**config.mk**
```make
export PLATFORM = sky130hd
export DESIGN_NAME = spi_slave_if
export DESIGN_NICKNAME = d
export VERILOG_FILES = /design/src/rtl/spi_slave_if.sv
export SDC_FILE = /design/constraint.sdc
export NUM_CORES = 1
export LEC_CHECK = 0
export BUFFER_PORTS_ARGS = -buffer_cell sky130_fd_sc_hd__buf_2
export CORE_MARGIN = 4
export CORE_UTILIZATION = 35
export CTS_CLUSTER_DIAMETER = 120
export CTS_CLUSTER_SIZE = 8
export DETAILED_ROUTE_END_ITERATION = 6
export PLACE_DENSITY = 0.52
export SYNTH_ARGS = -nofsm -noshare
export SYNTH_HDL_FRONTEND = slang
export SYNTH_SLANG_ARGS = --single-unit
```
**constraint.sdc**
```tcl
create_clock -name clk -period 2 [get_ports clk]
set_input_delay 0.4 -clock clk [delete_from_list [all_inputs] [get_ports clk]]
set_output_delay 0.4 -clock clk [all_outputs]
set_load 0.05 [all_outputs]
```
**src/rtl/spi_slave_if.sv**
```systemverilog
// rtl/spi_slave_if.sv - SPI slave serial front end for the SPI memory slave
//
// Deserialises MOSI into {opcode[1:0], payload} command words for the on-chip
// RAM and, for read-data commands, serialises the RAM response back on MISO.
//
// Ports:
//   clk       SPI serial clock, all logic on posedge
//   rst       synchronous active-high reset
//   SS_n      slave select, active low; high aborts any frame in progress
//   MOSI      master-out serial data
//   MISO      slave-out serial data (registered, MSB first)
//   rx_data   last assembled command word
//   rx_valid  one-cycle strobe when rx_data updates
//   tx_data   RAM read data
//   tx_valid  RAM read data valid (may stay high after a read)
module spi_slave_if #(
    parameter int DATA_W = 8
) (
    input  logic              clk,
    input  logic              rst,
    input  logic              SS_n,
    input  logic              MOSI,
    output logic              MISO,
    output logic [DATA_W+1:0] rx_data,
    output logic              rx_valid,
    input  logic [DATA_W-1:0] tx_data,
    input  logic              tx_valid
);

    localparam int RX_W  = DATA_W + 2;
    localparam int CNT_W = $clog2(RX_W);
    localparam int TXC_W = $clog2(DATA_W);
    localparam logic [CNT_W-1:0] LAST_BIT = CNT_W'(RX_W - 1);

    typedef enum logic [2:0] {
        IDLE,
        CHK_CMD,
        WRITE,
        READ_ADD,
        READ_DATA
    } state_t;

    state_t state, next_state;

    logic [CNT_W-1:0]  bit_cnt;
    logic [RX_W-2:0]   shift;
    logic              word_done;
    logic              rd_addr_seen;
    // Read-response sequencing: rd_skip covers the rx_valid cycle (tx_valid
    // there may be stale from an earlier read), rd_arm waits for fresh data.
    logic              rd_skip;
    logic              rd_arm;
    logic              tx_busy;
    logic [TXC_W-1:0]  tx_cnt;
    logic [DATA_W-1:0] tx_shift;

    always_ff @(posedge clk) begin
        if (rst) begin
            state <= IDLE;
        end else begin
            state <= next_state;
        end
    end

    always_comb begin
        next_state = state;
        case (state)
            IDLE: begin
                if (!SS_n) begin
                    next_state = CHK_CMD;
                end
            end
            CHK_CMD: begin
                if (SS_n) begin
                    next_state = IDLE;
                end else if (!MOSI) begin
                    next_state = WRITE;
                end else if (rd_addr_seen) begin
                    next_state = READ_DATA;
                end else begin
                    next_state = READ_ADD;
                end
            end
            WRITE, READ_ADD, READ_DATA: begin
                if (SS_n) begin
                    next_state = IDLE;
                end
            end
            default: next_state = IDLE;
        endcase
    end

    always_ff @(posedge clk) begin
        if (rst) begin
            MISO         <= 1'b0;
            rx_data      <= '0;
            rx_valid     <= 1'b0;
            bit_cnt      <= '0;
            shift        <= '0;
            word_done    <= 1'b0;
            rd_addr_seen <= 1'b0;
            rd_skip      <= 1'b0;
            rd_arm       <= 1'b0;
            tx_busy      <= 1'b0;
            tx_cnt       <= '0;
            tx_shift     <= '0;
        end else begin
            rx_valid <= 1'b0;
            if (SS_n || state == IDLE || state == CHK_CMD) begin
                // Abort or between frames: drop any partial word or response.
                MISO      <= 1'b0;
                bit_cnt   <= '0;
                shift     <= '0;
                word_done <= 1'b0;
                rd_skip   <= 1'b0;
                rd_arm    <= 1'b0;
                tx_busy   <= 1'b0;
                tx_cnt    <= '0;
            end else begin
                if (!word_done) begin
                    shift   <= {shift[RX_W-3:0], MOSI};
                    bit_cnt <= bit_cnt + 1'b1;
                    if (bit_cnt == LAST_BIT) begin
                        rx_data   <= {shift, MOSI};
                        rx_valid  <= 1'b1;
                        word_done <= 1'b1;
                        bit_cnt   <= '0;
                        if (state == READ_ADD) begin
                            rd_addr_seen <= 1'b1;
                        end
                        if (state == READ_DATA) begin
                            rd_addr_seen <= 1'b0;
                            rd_skip      <= 1'b1;
                        end
                    end
                end

                MISO <= 1'b0;
                if (rd_skip) begin
                    rd_skip <= 1'b0;
                    rd_arm  <= 1'b1;
                end else if (rd_arm) begin
                    if (tx_valid) begin
                        rd_arm   <= 1'b0;
                        tx_busy  <= 1'b1;
                        tx_shift <= tx_data;
                        tx_cnt   <= TXC_W'(DATA_W - 2);
                        MISO     <= tx_data[DATA_W-1];
                    end
                end else if (tx_busy) begin
                    MISO <= tx_shift[tx_cnt];
                    if (tx_cnt == '0) begin
                        tx_busy <= 1'b0;
                    end else begin
                        tx_cnt <= tx_cnt - 1'b1;
                    end
                end
            end
        end
    end

endmodule

```
* After elaboration in Yosys (flattened, before gate mapping)
Index checks and enable logic that the tools add are counted.
** Cells by class
- Equality and inequality tests :: 9
- Shifts and indexed selects :: 0
- $add $sub $neg :: 2
- Bitwise gates (word level) :: 4
- Magnitude comparators :: 1
- Mux-type cells :: 28
- Reduce and logical (&&, ||, !) cells :: 17
- Multipliers :: 0
- Div/mod/pow operators :: 0
** Operators by type and width (count)
- $mux 3 :: 9
- $mux 1 :: 16
- $reduce_and 4->1 :: 3
- $pmux 3 s3 :: 1
- $reduce_or 3->1 :: 3
- $ne 2x2->1 const B :: 4
- $eq 3x2->1 const B :: 2
- $logic_not 3->1 :: 2
- $reduce_or 5->1 :: 1
- $add 4x1->4 const B :: 1
- $eq 4x4->1 const B :: 1
- $lt 3x4->1 const B :: 1
- $mux 4 :: 1
- $not 1->1 :: 4
- $reduce_and 2->1 :: 2
- $reduce_bool 2->1 :: 2
- $bmux 1 s3 :: 1
- $eq 3x1->1 const B :: 1
- $eq 3x3->1 const B :: 1
- $reduce_and 3->1 :: 1
- $sub 3x1->3 const B :: 1
- $logic_or 1x1->1 :: 2
- $reduce_or 2->1 :: 1
** Storage, ports and cells
- Bits in registers :: 44
- Bits in read-only memories :: 0
- RAM bits :: 0
- Bits in latches :: 0
- Input port bits :: 13
- Output and inout port bits :: 12
- Memories :: 0
- Word-level logic and storage cells :: 74

* Depth between registers and ports, before layout
Gate-level depths: netlist (run 1).
- Depth in word-level cells :: 5
- Depth in mapped cells :: 6
- Gate-level depth less buffers :: 6

* Worst setup path after synthesis (run 1)
Ideal clock, no wire load.
- Kind :: input -> register
- From :: in SS_n
- To :: reg tx_shift[0]
- Setup slack :: 586 ps
- Library setup time :: 128 ps
- Stages on the path :: 4
- Buffers on the path :: 0
- Required time :: 1872 ps
- Arrival :: 1287 ps
- Path through :: o21bai_2 nor3_4 mux2i_1 nor2_1
** On the way
- Longest elaborated chain between the ends :: 4
** RTL lines
- start, declared :: line 21 : input logic SS_n,
- $logic_or 1x1->1 (2 in series) :: line 109 : if (SS_n || state == IDLE || state == CHK_CMD) begin
- $not 1->1 (no source line)
- $reduce_and 4->1 (no source line)
- end signal, assigned :: line 146 : tx_shift <= tx_data;
- end, declared :: line 55 : logic [DATA_W-1:0] tx_shift;
Every way passes these cells.
A chain may end at the register's enable or synchronous reset.

* Worst setup path in the final report (run 1)
- From :: reg state[1]
- To :: reg rx_data[2]
** On the way
- Longest elaborated chain between the ends :: 5
- Elaborated cells between the ends (all ways) :: 6
- Those cells by class :: 1 x eq/ne; 1 x bitwise; 4 x reduce/logical
** RTL lines
- start, declared :: line 43 : state_t state, next_state;
- start signal, assigned :: line 61 : state <= next_state;
- $logic_not 3->1 :: line 109
- $logic_or 1x1->1 :: line 109
- $logic_or 1x1->1 (*) :: line 109
- $not 1->1 (no source line) (*)
- $reduce_and 3->1 (no source line) (*)
- end signal, assigned :: line 124 : rx_data <= {shift, MOSI};
- end, declared :: line 24 : output logic [DATA_W+1:0] rx_data,
Every way passes the cells marked *; elsewhere a longest branch is shown, timed or not.

==> results of run 1 <==
-- power by group through the flow --
stage,clock network (mW),logic [mW],registers (mW)
6_report,0.582,0.0445,0.886
3_5_place_dp,0,0.0454,0.906
4_1_cts,0.599,0.0455,0.886
5_1_grt,0.635,0.0514,0.887
3_3_place_gp,0,0.0453,0.906
2_1_floorplan,0,0.0235,0.903
-- cell type report --
class / count / area [um^2]
Fill cell: 522 / 2962
Sequential cell: 44 / 880.8
Multi-Input combinational cell: 140 / 865.8
Timing Repair Buffer: 32 / 180.2
Tap cell: 70 / 87.58
Clock buffer: 6 / 82.58
Inverter: 9 / 33.78
Clock inverter: 2 / 15.01
-- cells in the mapped netlist, drive strengths merged --
cell and n:
a21oi 21, or4 1, o21a 1, nand2b 3, clkbuf 3, or3 1
mux4 1, xor2 1, o41ai 1, mux2i 19, inv 9, ha 2
a311oi 1, o211ai 1, o31ai 1, and2b 1, nand3 4, nor2 25
a31oi 1, or4b 1, nand2 26, o21bai 1, buf 7, a2111oi 1
nor2b 5, o21ai 5, o221a 1, nor3 4, nor3b 3, a41o 1
dfxtp 44, nand3b 1, nand4 2, a211oi 4
-- metal layers --
metal	global-route usage, %	share of wire [%]
met3	3.475	2.9
met1	17.21	51
met4	3.041	0.74
met2	19.78	45
met5	0	0
-- flip-flops by register name, summed over array words and instances (netlist names), 3 cells and up --
signal,cells
shift,9
bit_cnt,4
state,3
rx_data,10
tx_shift,8
tx_cnt,3
-- final timing paths --
check / start / end / cells past startpoint
worst min register to register: rx_data[5]$_SDFFE_PP0P_ / rx_data[5]$_SDFFE_PP0P_ / 2
worst max register to register: state[1]$_SDFFE_PP0P_ / rx_data[2]$_SDFFE_PP0P_ / 5
worst max-delay path: state[1]$_SDFFE_PP0P_ / rx_data[2]$_SDFFE_PP0P_ / 5
worst min-delay path: SS_n / state[2]$_SDFFE_PP0P_ / 2
-- cell families after synthesis --
family	Yosys count	share of synthesized area (%)
AOI/OAI and AO/OA	40	13.47
muxes	20	11.56
adders and majority gates	2	1.360
xor gates and xnor gates	1	0.4763
DFF	44	47.89
buffers and inverters	19	5.034
and+or+nand+nor	77	20.20
-- stage by stage --
stage | worst slack (ns) | power (mW) | cell area [um^2] | cells | hold WS [ns]
after floorplan | 0.5857 | 0.9270 | 1839 | 203 | 0.4315
after global placement | 0.3267 | 0.9514 | 2048 | 295 | 0.4445
after detailed placement | 0.2817 | 0.9514 | 2048 | 295 | 0.4486
after CTS | 0.3660 | 1.530 | 2146 | 303 | 0.3026
after global routing | 0.2009 | 1.573 | 2146 | 303 | 0.3069
final | 0.3826 | 1.513 | 2146 | 303 | 0.3080
==> metrics.yaml, run 1 <==
critPathTopFamily: "flip-flops"
reg2reg_setup_slack_ns: 0.38
crit_buf_inv: 1
clockBufferDepth: 2
fin_crit_ns: 1.617
setup_violations: 0
wl_per_cell_um: 12.09
drt_iter0_markers: 64
io_buffers: 24
clock_latency_ns: 0.29
grt_max_degree: 15
drt-total-wl_um: 3663
post-route-period-util_pct: 80.87
synth_top_area_share_pct: 47.89
drc: 0
fin_util_pct: 42.01
cp_max_fo: 9
p_int_mw: 1.179
drive_gt1_share_pct: 19.31
gp_congestion: 0.7274
swShare_pct: 22.07
cts_num_sinks: 44
layout_commonest_cell: "dfxtp_1"
cts_resized: 0
fmax_ghz: 0.6183
worstPathCellList: "o21bai_2, nor3b_2, buf_4, nand2_1, a21oi_1"
cts-hold-fix-buffers: 0
cts_buffers: 5
io_pins: 25
ys_warn_count: 0
synth_top_cell_by_area: "dfxtp_1"
dr.pass1.iters: 5
seq_power_share_pct: 58.6
row_count: 26
endpoint_kind: "register"
grt_pass1_wl_um: 6430
core_area_um2: 5107
cts_tree: "yes"
syn_area_um2: 1839
switchingPower_mw: 0.3339
tightest_slew_ns: 0.5165
htreeDepth: 2
postSynthNetCount: 218
cts_root_buf: "clkbuf_8"
finalNetCount: 247
critPathKind: "reg -> reg"
fp.dieW_um: 80.49
status: "finished clean"
postCtsSetupBuffers: 0
ys_ff_latch: 44
vias: 1448
ant_nets: 0
clkPwrFrac_pct: 38.5
drv_cap: 0
dieArea_um2: 6479
p_leak_nw: 0.7330
synthDistinctLibCells: 38
synthToLayoutAreaGrowth_pct: 16.67
critPathLaunchType: "register"
synth_cells: 203
clk_pin_slew_worst_paths_ns: 0.08
slew_headroom_pct: 65.46
ir_worst_vdd_mv: 0.3220
yosysSeqAreaShare_pct: 47.89
rsz0062_at_grt: "no"
overflow: 0
viasPerCell: 4.779
antenna_found_initial: 0
layout_common_cells: "dfxtp_1 (44), nand2_1 (26), nor2_1 (25)"
arrival_ns: 1.84
die_h_um: 80.49
comb_power_share_pct: 2.9
cp_slowest_stage_delay_ns: 0.52
start_util_pct: 36.01
skew_ns: 0.006789
hold_path_class: "in -> reg"
slowest_stage: "dfxtp_1"
cp.required_ns: 2.23
final.setup.tns_ns: 0
yosys-top-cells-area: "dfxtp_1 (48%), mux2i_1 (10%), a21oi_1 (5.7%)"
dp_hpwl_um: 2681
hold_viol_final: 0
p_per_area_nw_per_um2: 705.0
slew_viol_final: 0
grt_pass1_vias: 1387
grt_use_total_pct: 12.64
diodes: 0
avgSynthCellArea_um2: 9.060
Power figures use the tool's default switching activity.
==> run 2, diff against run 1 <==
PLACE_DENSITY = 0.54   (was 0.52)
clock period = 1.4 ns   (was 2 ns; I/O delays follow)
==> metrics.yaml, run 2 (synthesized netlist as in run 1, its figures left out) <==
status: "finished clean"
critPathCapture: "MISO$_SDFF_PP0_"
hold_path_class: "in -> reg"
reg2reg_setup_slack_ns: 0.006  # -0.38 ns
hold_viol_final: 0  # unchanged
p_int_mw: 1.819  # +54%
r2r-start: "tx_cnt[0]$_SDFFE_PP0P_"
cp-startpoint: "tx_cnt[0]$_SDFFE_PP0P_"
switchingPower_mw: 0.4673  # +40%
critPathLaunchType: "register"
drt-total-wl_um: 3997  # +9.1%
seqCellArea_um2: 885.9  # +0.57%
setup_violations: 0  # unchanged
skew_ns: 0.003988  # -0.002801 ns
wl_per_cell_um: 12.41  # +2.7%
clkPwrFrac_pct: 41.5  # +3.0 points
critPathKind: "reg -> reg"
tightest_slew_ns: 0.5488  # +0.03234 ns
reg2reg_depth: 4  # -1
final.setup.worst_slack_ns: 0.006012  # -0.3766 ns
viasPerCell: 4.739  # -0.83%
slew_headroom_pct: 63.17  # -2.3 points
grt_use_total_pct: 13.76  # +1.1 points
row_count: 26  # unchanged
critPathTopFamily: "multiplexers"
slowest_stage: "mux4_2"
swShare_pct: 20.44  # -1.6 points
dp_hpwl_um: 2835  # +5.8%
cts_buffers: 5  # unchanged
cp.depth: 4  # -1
core_area_um2: 5107  # unchanged
final.setup.tns_ns: 0  # unchanged
cts_num_sinks: 44  # unchanged
grt_pass1_wl_um: 6893  # +7.2%
antenna_found_initial: 0  # unchanged
overflow: 0  # unchanged
dieArea_um2: 6479  # unchanged
clock_latency_ns: 0.29  # about the same
arrival_ns: 1.57  # -0.27 ns
fin_crit_ns: 1.394  # -0.2234 ns
fillCellCount: 529  # +1.3%
top_register: "rx_data"
vias: 1526  # +5.4%
largest_register_ffs: 10  # unchanged
worstPathCellList: "buf_4, mux4_2, o211ai_1, o41ai_1"
finalNetCount: 266  # +7.7%
drc: 0  # unchanged
fmax_ghz: 0.7174  # +16%
endpoint_kind: "register"
p_per_area_nw_per_um2: 960.6  # +36%
drv_cap: 0  # unchanged
htreeDepth: 2  # unchanged
io_buffers: 24  # unchanged
crit_buf_inv: 1  # unchanged
drive_gt1_share_pct: 30.56  # +11 points
grt_max_degree: 15  # unchanged
cts_tree: "yes"
ant_nets: 0  # unchanged
io_pins: 25  # unchanged
synthToLayoutAreaGrowth_pct: 29.39
ir_worst_vdd_mv: 0.5171  # +61%
place_ws_ns: -0.01342  # -0.2951 ns
diodes: 0  # unchanged
layout_common_cells: "dfxtp_1 (40), nand2_1 (26), nor2_1 (25), buf_4 (25), buf_2 (24)"
seq_power_share_pct: 55.2  # -3.4 points
cts_root_buf: "clkbuf_8"
dr.pass1.iters: 4  # -1
slew_viol_final: 0  # unchanged
rsz0062_at_grt: "yes"
cp_max_fo: 3  # -6
grt_pass1_vias: 1516  # +9.3%
power_mw: 2.286  # +51%
die_h_um: 80.49  # unchanged
p_leak_nw: 0.8817  # +20%
start_util_pct: 36.01  # unchanged
comb_power_share_pct: 3.2  # +0.3 points
multi_input_area_um2: 917.1  # +5.9%
gp_congestion: 0.7971  # +9.6%
layout_commonest_cell: "dfxtp_1"
cp.required_ns: 1.58  # -0.65 ns
clk_pin_slew_worst_paths_ns: 0.08  # about the same
drt_iter0_markers: 31  # -52%
post-route-period-util_pct: 99.57  # +19 points
cp_slowest_stage_delay_ns: 0.50  # -0.02 ns
reg_top3: "rx_data (10), shift (9), tx_shift (8)"
r2r-end: "MISO$_SDFF_PP0_"
clockBufferDepth: 2  # unchanged
fin_util_pct: 46.59  # +4.6 points
fp.dieW_um: 80.49  # unchanged
run 2: cell types whose count changed in the layout (fill, tap and decap cells not counted), sizes merged:
cell      previous run  this run
buf                 32        51
bufinv               0         1
clkinv               0         1
clkinvlp             2         0
run 2: how the worst min path moves through the flow:
stage,slack (ns),to,start,cells after the start
after floorplan,0.36,state[2]$_SDFFE_PP0P_,rst,1
after global placement,0.44,rx_data[3]$_SDFFE_PP0P_,rx_data[3]$_SDFFE_PP0P_,2
after detailed placement,0.44,rx_data[0]$_SDFFE_PP0P_,rx_data[0]$_SDFFE_PP0P_,2
after CTS,0.18,state[2]$_SDFFE_PP0P_,SS_n,2
after global routing,0.18,state[2]$_SDFFE_PP0P_,SS_n,2
final,0.19,state[2]$_SDFFE_PP0P_,SS_n,2
run 2: area by class of cell:
cell class                      count  area share (%)
Clock buffer                        6           3.049
Clock inverter                      2           1.472
Sequential cell                    44           37.22
Multi-Input combinational cell    140           38.54
Timing Repair Buffer               51           14.62
Inverter                            9           1.420
Tap cell                           70           3.680
run 2: worst register-to-register path, delay by kind of cell (launching register included):
kind / cells / cell delay [ns]
flip-flops: 1 / 0.35
AO/OA/AOI/OAI: 2 / 0.32
buffers and inverters: 1 / 0.11
multiplexers: 1 / 0.50
run 2: power by group through the flow:
stage	combinational (mW)	clock (mW)	sequential [mW]
final	0.0740	0.949	1.26
after global routing	0.0834	1.04	1.26
after CTS	0.0735	0.985	1.26
after detailed placement	0.0723	0	1.29
after global placement	0.0730	0	1.29
after floorplan	0.0336	0	1.29
run 2: layer usage:
layer | vias to the layer above | wire (um) | GRT usage [%]
met1 | 700 | 1927 | 17.79
met5 | - | 0 | 0
met2 | 23 | 1872 | 22.10
met3 | 8 | 109 | 2.354
li1 | 795 | - | -
met4 | 0 | 87 | 6.588
run 2: through the flow:
step / std cells / cell area [um^2] / hold slack (ns)
global route: 322 / 2380 / 0.1794
finish: 322 / 2380 / 0.1942
global placement: 312 / 2201 / 0.4421
detailed placement: 312 / 2201 / 0.4447
floorplan: 203 / 1839 / 0.3631
CTS: 322 / 2342 / 0.1849
run 2: timing repair:
action | 4_1_cts | 5_1_grt
pin swaps | 3 | 3
endpoints found under the setup margin | 1 | 23
gates resized for setup | 6 | 10
setup buffers | 2 | 0
hold buffers | 0 | 0
